**config.mk**
```make
export PLATFORM = sky130hd
export DESIGN_NAME = cfg_word_streamer
export DESIGN_NICKNAME = d
export VERILOG_FILES = /design/src/rtl/cfg_stream_pkg.sv /design/src/rtl/cfg_byte_packer.sv /design/src/rtl/cfg_word_streamer.sv
export SDC_FILE = /design/constraint.sdc
export NUM_CORES = 1
export LEC_CHECK = 0
export CAP_MARGIN = 0
export CORE_UTILIZATION = 59
export DETAILED_ROUTE_END_ITERATION = 16
export GPL_TIMING_DRIVEN = 0
export PLACE_DENSITY = 0.85
export SYNTH_ARGS = -nofsm -noshare
export SYNTH_HDL_FRONTEND = slang
export SYNTH_SLANG_ARGS = --single-unit
export TNS_END_PERCENT = 20
```
**constraint.sdc**
```tcl
create_clock -name CLK -period 6.5 [get_ports CLK]
set_input_delay 1.3 -clock CLK [delete_from_list [all_inputs] [get_ports CLK]]
set_output_delay 1.3 -clock CLK [all_outputs]
set_load 0.02 [all_outputs]
```
**src/rtl/cfg_stream_pkg.sv**
```systemverilog
// Shared state encoding and elaboration-time helpers for the config word streamer.
package cfg_stream_pkg;

  typedef enum logic [2:0] {
    S_IDLE   = 3'd0,
    S_FILL   = 3'd1,
    S_SETUP  = 3'd2,
    S_STROBE = 3'd3,
    S_HOLD   = 3'd4,
    S_SETTLE = 3'd5,
    S_URST   = 3'd6,
    S_DONE   = 3'd7
  } state_e;

  function automatic int clog2(input int value);
    int result;
    int rem;
    result = 32'sd0;
    rem = value - 32'sd1;
    while (rem > 32'sd0) begin
      result = result + 32'sd1;
      rem = rem >> 1;
    end
    return result;
  endfunction

  function automatic int max2(input int a, input int b);
    return (a > b) ? a : b;
  endfunction

endpackage

```
**src/rtl/cfg_byte_packer.sv**
```systemverilog
// Inserts incoming bytes into word lanes and flags a completed (full or last) word.
// The accumulator clears on completion, so a short final word is zero-padded.
module cfg_byte_packer
  import cfg_stream_pkg::*;
#(
  parameter int WORD_W    = 32,
  parameter bit MSB_FIRST = 1'b1
) (
  input  logic              CLK,
  input  logic              resetn,
  input  logic              clear,
  input  logic              take,
  input  logic [7:0]        byte_data,
  input  logic              byte_last,
  output logic [WORD_W-1:0] word,
  output logic              word_valid,
  output logic              is_last
);

  localparam int NB    = WORD_W / 32'sd8;
  localparam int IDX_W = (NB > 32'sd1) ? clog2(NB) : 32'sd1;
  localparam logic [IDX_W-1:0] NB_M1 = IDX_W'(NB - 32'sd1);

  logic [IDX_W-1:0]  idx_r;
  logic [IDX_W-1:0]  lane_s;
  logic [WORD_W-1:0] acc_r;
  logic [WORD_W-1:0] word_s;

  // Accumulated word with the current byte dropped into its lane
  always_comb begin
    if (MSB_FIRST) begin
      lane_s = NB_M1 - idx_r;
    end else begin
      lane_s = idx_r;
    end
    word_s = acc_r;
    word_s[{lane_s, 3'b000} +: 8] = byte_data;
  end

  assign word       = word_s;
  assign word_valid = take && (byte_last || (idx_r == NB_M1));
  assign is_last    = take && byte_last;

  // Lane accumulator and byte index
  always_ff @(posedge CLK or negedge resetn) begin
    if (!resetn) begin
      idx_r <= '0;
      acc_r <= '0;
    end else if (clear || word_valid) begin
      idx_r <= '0;
      acc_r <= '0;
    end else if (take) begin
      idx_r <= idx_r + 1'b1;
      acc_r <= word_s;
    end else begin
      idx_r <= idx_r;
      acc_r <= acc_r;
    end
  end

endmodule

```
**src/rtl/cfg_word_streamer.sv**
```systemverilog
// Streams packed config words onto the fabric self-write port with setup/strobe/hold
// timing, then waits a settle time and pulses the user-design reset.
module cfg_word_streamer
  import cfg_stream_pkg::*;
#(
  parameter int WORD_W     = 32,
  parameter bit MSB_FIRST  = 1'b1,
  parameter int SETUP_CYC  = 2,
  parameter int STROBE_CYC = 1,
  parameter int HOLD_CYC   = 2,
  parameter int MAX_WORDS  = 4096,
  parameter int SETTLE_CYC = 100,
  parameter int URST_CYC   = 5
) (
  input  logic                                CLK,
  input  logic                                resetn,
  input  logic                                start,
  input  logic [7:0]                          byte_data,
  input  logic                                byte_valid,
  input  logic                                byte_last,
  output logic                                byte_ready,
  output logic [WORD_W-1:0]                   SelfWriteData,
  output logic                                SelfWriteStrobe,
  output logic                                user_rst,
  output logic                                busy,
  output logic                                done,
  output logic                                err,
  output logic [clog2(MAX_WORDS + 32'sd1)-1:0] word_count
);

  localparam int WC_W    = clog2(MAX_WORDS + 32'sd1);
  localparam int TMR_MAX = max2(max2(max2(SETUP_CYC, STROBE_CYC), max2(HOLD_CYC, SETTLE_CYC)), URST_CYC);
  localparam int TMR_W   = clog2(TMR_MAX + 32'sd1);
  localparam logic [TMR_W-1:0] SETUP_LD  = TMR_W'(SETUP_CYC - 32'sd1);
  localparam logic [TMR_W-1:0] STROBE_LD = TMR_W'(STROBE_CYC - 32'sd1);
  localparam logic [TMR_W-1:0] HOLD_LD   = TMR_W'((HOLD_CYC > 32'sd0) ? HOLD_CYC - 32'sd1 : 32'sd0);
  localparam logic [TMR_W-1:0] SETTLE_LD = TMR_W'((SETTLE_CYC > 32'sd0) ? SETTLE_CYC - 32'sd1 : 32'sd0);
  localparam logic [TMR_W-1:0] URST_LD   = TMR_W'((URST_CYC > 32'sd0) ? URST_CYC - 32'sd1 : 32'sd0);
  localparam logic [WC_W-1:0]  MAX_WC    = WC_W'(MAX_WORDS);

  state_e            state_r, state_nxt;
  state_e            post_hold_state_s, post_settle_state_s;
  logic [TMR_W-1:0]  timer_r, timer_nxt;
  logic [TMR_W-1:0]  post_hold_timer_s, post_settle_timer_s;
  logic [WC_W-1:0]   word_count_r;
  logic [WORD_W-1:0] data_r;
  logic [WORD_W-1:0] word_s;
  logic              last_r, err_r, byte_ready_r, strobe_r, user_rst_r, busy_r, done_r;
  logic              start_acc_s, take_s, word_valid_s, is_last_s;
  logic              tmr_zero_s, overrun_s, enter_strobe_s, set_err_s;

  assign start_acc_s = start && ((state_r == S_IDLE) || (state_r == S_DONE));
  assign take_s      = byte_valid && byte_ready_r;
  assign tmr_zero_s  = (timer_r == '0);
  assign overrun_s   = !last_r && (word_count_r == MAX_WC);

  cfg_byte_packer #(
    .WORD_W    (WORD_W),
    .MSB_FIRST (MSB_FIRST)
  ) u_packer (
    .CLK        (CLK),
    .resetn     (resetn),
    .clear      (start_acc_s),
    .take       (take_s),
    .byte_data  (byte_data),
    .byte_last  (byte_last),
    .word       (word_s),
    .word_valid (word_valid_s),
    .is_last    (is_last_s)
  );

  // Next state, shared timer reload and strobe/error events
  always_comb begin
    state_nxt      = state_r;
    timer_nxt      = timer_r;
    enter_strobe_s = 1'b0;
    set_err_s      = 1'b0;

    if (URST_CYC > 32'sd0) begin
      post_settle_state_s = S_URST;
      post_settle_timer_s = URST_LD;
    end else begin
      post_settle_state_s = S_DONE;
      post_settle_timer_s = '0;
    end

    if (last_r) begin
      if (SETTLE_CYC > 32'sd0) begin
        post_hold_state_s = S_SETTLE;
        post_hold_timer_s = SETTLE_LD;
      end else begin
        post_hold_state_s = post_settle_state_s;
        post_hold_timer_s = post_settle_timer_s;
      end
    end else if (overrun_s) begin
      post_hold_state_s = S_DONE;
      post_hold_timer_s = '0;
    end else begin
      post_hold_state_s = S_FILL;
      post_hold_timer_s = '0;
    end

    case (state_r)
      S_IDLE, S_DONE: begin
        if (start) state_nxt = S_FILL;
        else       state_nxt = state_r;
      end
      S_FILL: begin
        if (word_valid_s) begin
          state_nxt = S_SETUP;
          timer_nxt = SETUP_LD;
        end else begin
          state_nxt = S_FILL;
        end
      end
      S_SETUP: begin
        if (tmr_zero_s) begin
          state_nxt      = S_STROBE;
          timer_nxt      = STROBE_LD;
          enter_strobe_s = 1'b1;
        end else begin
          timer_nxt = timer_r - 1'b1;
        end
      end
      S_STROBE: begin
        if (!tmr_zero_s) begin
          timer_nxt = timer_r - 1'b1;
        end else if (HOLD_CYC > 32'sd0) begin
          state_nxt = S_HOLD;
          timer_nxt = HOLD_LD;
        end else begin
          state_nxt = post_hold_state_s;
          timer_nxt = post_hold_timer_s;
          set_err_s = overrun_s;
        end
      end
      S_HOLD: begin
        if (!tmr_zero_s) begin
          timer_nxt = timer_r - 1'b1;
        end else begin
          state_nxt = post_hold_state_s;
          timer_nxt = post_hold_timer_s;
          set_err_s = overrun_s;
        end
      end
      S_SETTLE: begin
        if (!tmr_zero_s) begin
          timer_nxt = timer_r - 1'b1;
        end else begin
          state_nxt = post_settle_state_s;
          timer_nxt = post_settle_timer_s;
        end
      end
      S_URST: begin
        if (!tmr_zero_s) begin
          timer_nxt = timer_r - 1'b1;
        end else begin
          state_nxt = S_DONE;
          timer_nxt = '0;
        end
      end
      default: begin
        state_nxt = S_IDLE;
        timer_nxt = '0;
      end
    endcase
  end

  // State, datapath and outputs registered from the next-state decode
  always_ff @(posedge CLK or negedge resetn) begin
    if (!resetn) begin
      state_r      <= S_IDLE;
      timer_r      <= '0;
      word_count_r <= '0;
      data_r       <= '0;
      last_r       <= 1'b0;
      err_r        <= 1'b0;
      byte_ready_r <= 1'b0;
      strobe_r     <= 1'b0;
      user_rst_r   <= 1'b0;
      busy_r       <= 1'b0;
      done_r       <= 1'b0;
    end else begin
      state_r      <= state_nxt;
      timer_r      <= timer_nxt;
      byte_ready_r <= (state_nxt == S_FILL);
      strobe_r     <= (state_nxt == S_STROBE);
      user_rst_r   <= (state_nxt == S_URST);
      busy_r       <= (state_nxt != S_IDLE) && (state_nxt != S_DONE);
      done_r       <= (state_nxt == S_DONE);
      if (start_acc_s) begin
        word_count_r <= '0;
        err_r        <= 1'b0;
        last_r       <= 1'b0;
      end else begin
        if (enter_strobe_s) word_count_r <= word_count_r + 1'b1;
        if (set_err_s) err_r <= 1'b1;
        if (word_valid_s) begin
          data_r <= word_s;
          last_r <= is_last_s;
        end
      end
    end
  end

  assign byte_ready      = byte_ready_r;
  assign SelfWriteData   = data_r;
  assign SelfWriteStrobe = strobe_r;
  assign user_rst        = user_rst_r;
  assign busy            = busy_r;
  assign done            = done_r;
  assign err             = err_r;
  assign word_count      = word_count_r;

endmodule
```
Word-level counts from Yosys, hierarchy flattened. Cells that the tools add are included.

Bits of input ports: 13. Register bits after elaboration: 96. Word-level logic and storage cells: 90. Output and inout bits: 51.

$add $sub $neg: 5. Shift-type cells: 2. Multiplexer cells: 32. Reduce and logical (&&, ||, !) cells: 22. Equal/unequal tests: 15. Bitwise logic cells: 1.

Operator list (count): 32-bit two-way mux (2); 7-bit two-way mux (6); 7-bit case mux with 5 select lines (1); 32-bit bitwise mux (1); 8-bit by 7-bit variable shift with 32-bit output, first input constant (1); 8-bit by 7-bit indexed part select with 32-bit output (1); 13-bit two-way mux (2); 3-bit two-way mux (8); 3-bit case mux with 7 select lines (1); 3-bit == test, second input constant (6); 13-bit by 1-bit adder with 13-bit output, second input constant (1); 13-bit == test, second input constant (1); 3-bit by 2-bit == test with 1-bit output, second input constant (3); 1-bit two-way mux (8); 2-bit nonzero test (4); 7-bit zero test (1); 5-bit negator with 7-bit output (1); 7-bit by 1-bit subtractor with 7-bit output, second input constant (1); 3-bit by 1-bit == test with 1-bit output, second input constant (2); 1-bit logical AND (6); 2-bit two-way mux (3); 5-bit nonzero test (1); 2-bit AND reduction (2); 2-bit OR reduction (2); other kinds (10) (12).

Longest topological paths before layout.
Depth in word-level cells: 8. Depth in mapped cells: 9. Gate-level depth less buffers: 7.

By module. Synthesis repeated with hierarchy kept, for this count alone.

Cells, all modules: 439. Area total of the unflattened synthesis: 4839.6 um^2.

Modules (own cells, without submodules): cfg_word_streamer (cells each 259, area each 2964.1 um^2, instances 1, sequential area each 1551.5 um^2); cfg_byte_packer (cells each 180, area each 1875.5 um^2, instances 1, sequential area each 850.8 um^2).

Least setup slack after synthesis. Ideal clock, no wire load.

Path kind: input -> register. From: in byte_valid. To: reg data_r[2] (netlist: SelfWriteData[2]). Required time: 6.366 ns. Setup slack: 4.036 ns. Buffers on the path: 2. Cell stages on the path: 6. Library setup time: 0.134 ns. Arrival: 2.329 ns. Cell sequence: nand2_1 > or3_1 > clkbuf_1 > clkbuf_1 > nand2_1 > o21ai_0.

Cells in the longest elaborated chain, start to end: 3.

Ends and longest elaborated chain: start: declaration (line cfg_word_streamer.sv:19) `input logic byte_valid,`; 1-bit logical AND (line cfg_word_streamer.sv:53) `assign take_s = byte_valid && byte_ready_r;`; 1-bit logical AND (line cfg_byte_packer.sv:41) `assign word_valid = take && (byte_last || (idx_r == NB_M1));`; 2-bit AND reduction (no line); end signal: assignment (line cfg_word_streamer.sv:199) `data_r <= word_s;`; end: declaration (line cfg_word_streamer.sv:46) `logic [WORD_W-1:0] data_r;`.

Every way passes these cells. A chain may end at the register's enable or synchronous reset.

Worst setup path in the final report.
From: in byte_last. To: reg data_r[19] (netlist: SelfWriteData[19]).

Cells in the longest elaborated chain, start to end: 3.

Ends and longest elaborated chain: start: declaration (line cfg_word_streamer.sv:20) `input logic byte_last,`; 1-bit logical OR (line cfg_byte_packer.sv:41); 1-bit logical AND (line cfg_byte_packer.sv:41); 2-bit AND reduction (no line).

Every way passes these cells.

==> metrics.txt <==
max cap viols 0; CP bufs+invs 3; outcome finished clean; min Tclk post-route 3.11 ns; Crit. path cell count 6; post-route setup TNS 0 ns; PortBufs 63; worst slack, placed 3.04 ns; Final #Nets 533; clock skew 0.0118 ns; RR Startpoint u_packer.idx_r[0]; fmax between 300 and 400 MHz; vias between 3,000 and 4,000; post-route ant nets 0; Final setup viols 0; number of antenna violations at the first check in global routing 0; non-filler cells, final 614; Worst Hold End SelfWriteData[11]; WHS Path Cells 2; GRT overflow 0; PostCTS Resize Cnt 0; Synth Area per Inst 10.3 um2; Post-DP Area 5280 um2; Post-synth EDFFs 0; worst reg2reg setup slack a little under 4 ns; clk slew on worst S/H paths 0.10 ns; Fin. Hold Viols 0; Chip Height 89.3 um; clock sinks between 90 and 100; Hold Path Class flip-flop to flip-flop; Synth Flop Type dfrtp_1; slack of the critical path about 3.4 ns; largest net degree at the start of global routing 62; commonest non-fill, non-tap cell in the layout dfrtp_1; Critical Path Sink Type flip-flop; Worst-Margin Slew 0.864 ns; total track usage 0.281; max-slew violations 0; hpwl dp roughly 7200 um; Setup CP Type primary input to flip-flop; CP peak stage delay 0.52 ns; Final period util 0.478; critical path, cell by cell clkdlybuf4s50_1 > nor2_1 > or3_1 > clkbuf_1 > clkbuf_1 > o21ai_0; Max stage delay cell, worst path clkdlybuf4s50_1; Placed Instances 599; Via density 6.07; worst endpoint required time 6.73 ns; critical path launch point type primary input; Leak 0.00225 uW; H-tree level count 3; Reg-to-Reg End u_packer.acc_r[27]; first-pass GRT wire length 16,700 um; row count 31; number of global-route vias before repair 3,399; ant diodes 0; power per cell area 189 nW/um2; CP max FO 10; CTS root buffer clkbuf_8; sequential area share after synthesis 0.534; Synth Register Bits 96; hold buffers post-CTS 0; WP data arrival 3.34 ns; Slew headroom 0.419; Finished Cell Area roughly 5500 um2; clock tree buffer depth 2; IO Pins 64; Die Area about 8000 um2; DR iter-0 viols 350; Cell variety after synth 59; wire per inst 17.3 um; CTS tree done; Peak VDD IR 0.106 mV; layout cells sized above 1 0.0680; Total Power between 1000 and 1500 uW; Detailed Routing Iterations Pass 1 5; commonest cells after routing, fill and taps aside dfrtp_1 (96), clkdlybuf4s50_1 (62), nand2_1 (47); routability-driven placement congestion ratio about 0.89; final wirelength 10,600 um; Placeable Area around 7300 um2; Synth async-reset ratio 1.00; Top cell by count, worst path clkbuf_1; Post-Syn Nets 458; mapped cell area 4500 um2; Clk Latency, worst-skew pair 0.37 ns; reg2reg path depth 7; hold_sp SelfWriteData[11]; synthesis warning total 0; DRC Markers 0; Post-Syn Instances around 440; Area Growth Syn to Fin 21.8%; die extent in x about 89 um; Initial Utilization 0.617; Num CTS Buffers 9; unrepaired setup endpoints after global routing false; setup bufs post-CTS 0; crit-path leading delay family buffers and inverters
==> cells in the mapped netlist, types with 4 or more instances <==
| library cell | instances | share of area |
|---|---|---|
| dfrtp_1 | 96 | 0.53 |
| nand2_1 | 47 | 0.039 |
| o21ai_0 | 40 | 0.045 |
| a22oi_1 | 32 | 0.053 |
| nor2_1 | 30 | 0.025 |
| a22o_1 | 25 | 0.049 |
| clkbuf_1 | 13 | 0.011 |
| nand3_1 | 12 | 0.013 |
| a21oi_1 | 11 | 0.012 |
| and2_1 | 11 | 0.015 |
| inv_1 | 11 | 0.0092 |
| xor2_1 | 11 | 0.021 |
| ha_1 | 9 | 0.025 |
| nand4_1 | 8 | 0.011 |
| nor3_1 | 7 | 0.0078 |
| and3_1 | 5 | 0.0070 |
| clkinv_1 | 4 | 0.0033 |
| nor4_1 | 4 | 0.0056 |
==> worst min-delay path: stages (launching register included) <==
cell     delay [ns]
dfrtp_1        0.35
nand2_1        0.05
o21ai_0        0.06
==> power breakdown <==
part,switching (uW),internal [uW]
sequential,0,597
combinational,22.3,9.33
clock,216,190
total,238,796
==> stage by stage <==
stage | util | hold WS (ns)
after detailed placement | 0.724 | 0.470
after CTS | 0.751 | 0.493
final | 0.751 | 0.485
after global placement | 0.720 | 0.462
after floorplan | - | 0.454
after global routing | 0.751 | 0.512
==> routing by layer <==
metal  GRT usage  vias to the layer above  share of wire
met5           0                        -              0
met4      0.0981                        0          0.016
met3      0.0480                       16          0.065
met2       0.455                      148           0.48
met1       0.385                     1841           0.44
li1            -                     1725              -
==> logic make-up after synthesis <==
family / after synthesis / synth area share
flip-flops: 96 / 0.534
AND/OR/NAND/NOR: 148 / 0.170
buffers and inverters: 38 / 0.0428
multiplexers: 2 / 0.00473
XOR/XNOR: 12 / 0.0234
AO/OA/AOI/OAI: 131 / 0.200
adder cells (fa/ha/maj): 9 / 0.0250
==> sequential cells by signal (all words and copies together), names as in the netlist <==
signal	cells
SelfWriteData	32
u_packer.acc_r	32
word_count	13
timer_r	7
state_r	3
u_packer.idx_r	2
SelfWriteStrobe	1
busy	1
byte_ready	1
done	1
err	1
last_r	1
user_rst	1
==> how the worst max path moves through the flow <==
stage / startpoint / to
after floorplan: byte_valid / SelfWriteData[2]
after global placement: resetn / word_count[2]
after detailed placement: byte_last / SelfWriteData[15]
after CTS: byte_last / SelfWriteData[15]
after global routing: byte_last / SelfWriteData[12]
final: byte_last / SelfWriteData[19]
==> final cells by class <==
type	instances	area (um2)
buffer	22	133
tap	99	124
clock inverter	5	63.8
inverter	16	60.1
sequential	96	2400
multi-input combinational	302	1900
timing repair buffer	64	656
clock buffer	10	138
fill	532	1810
No activity file was read; power rests on OpenSTA's default activity.
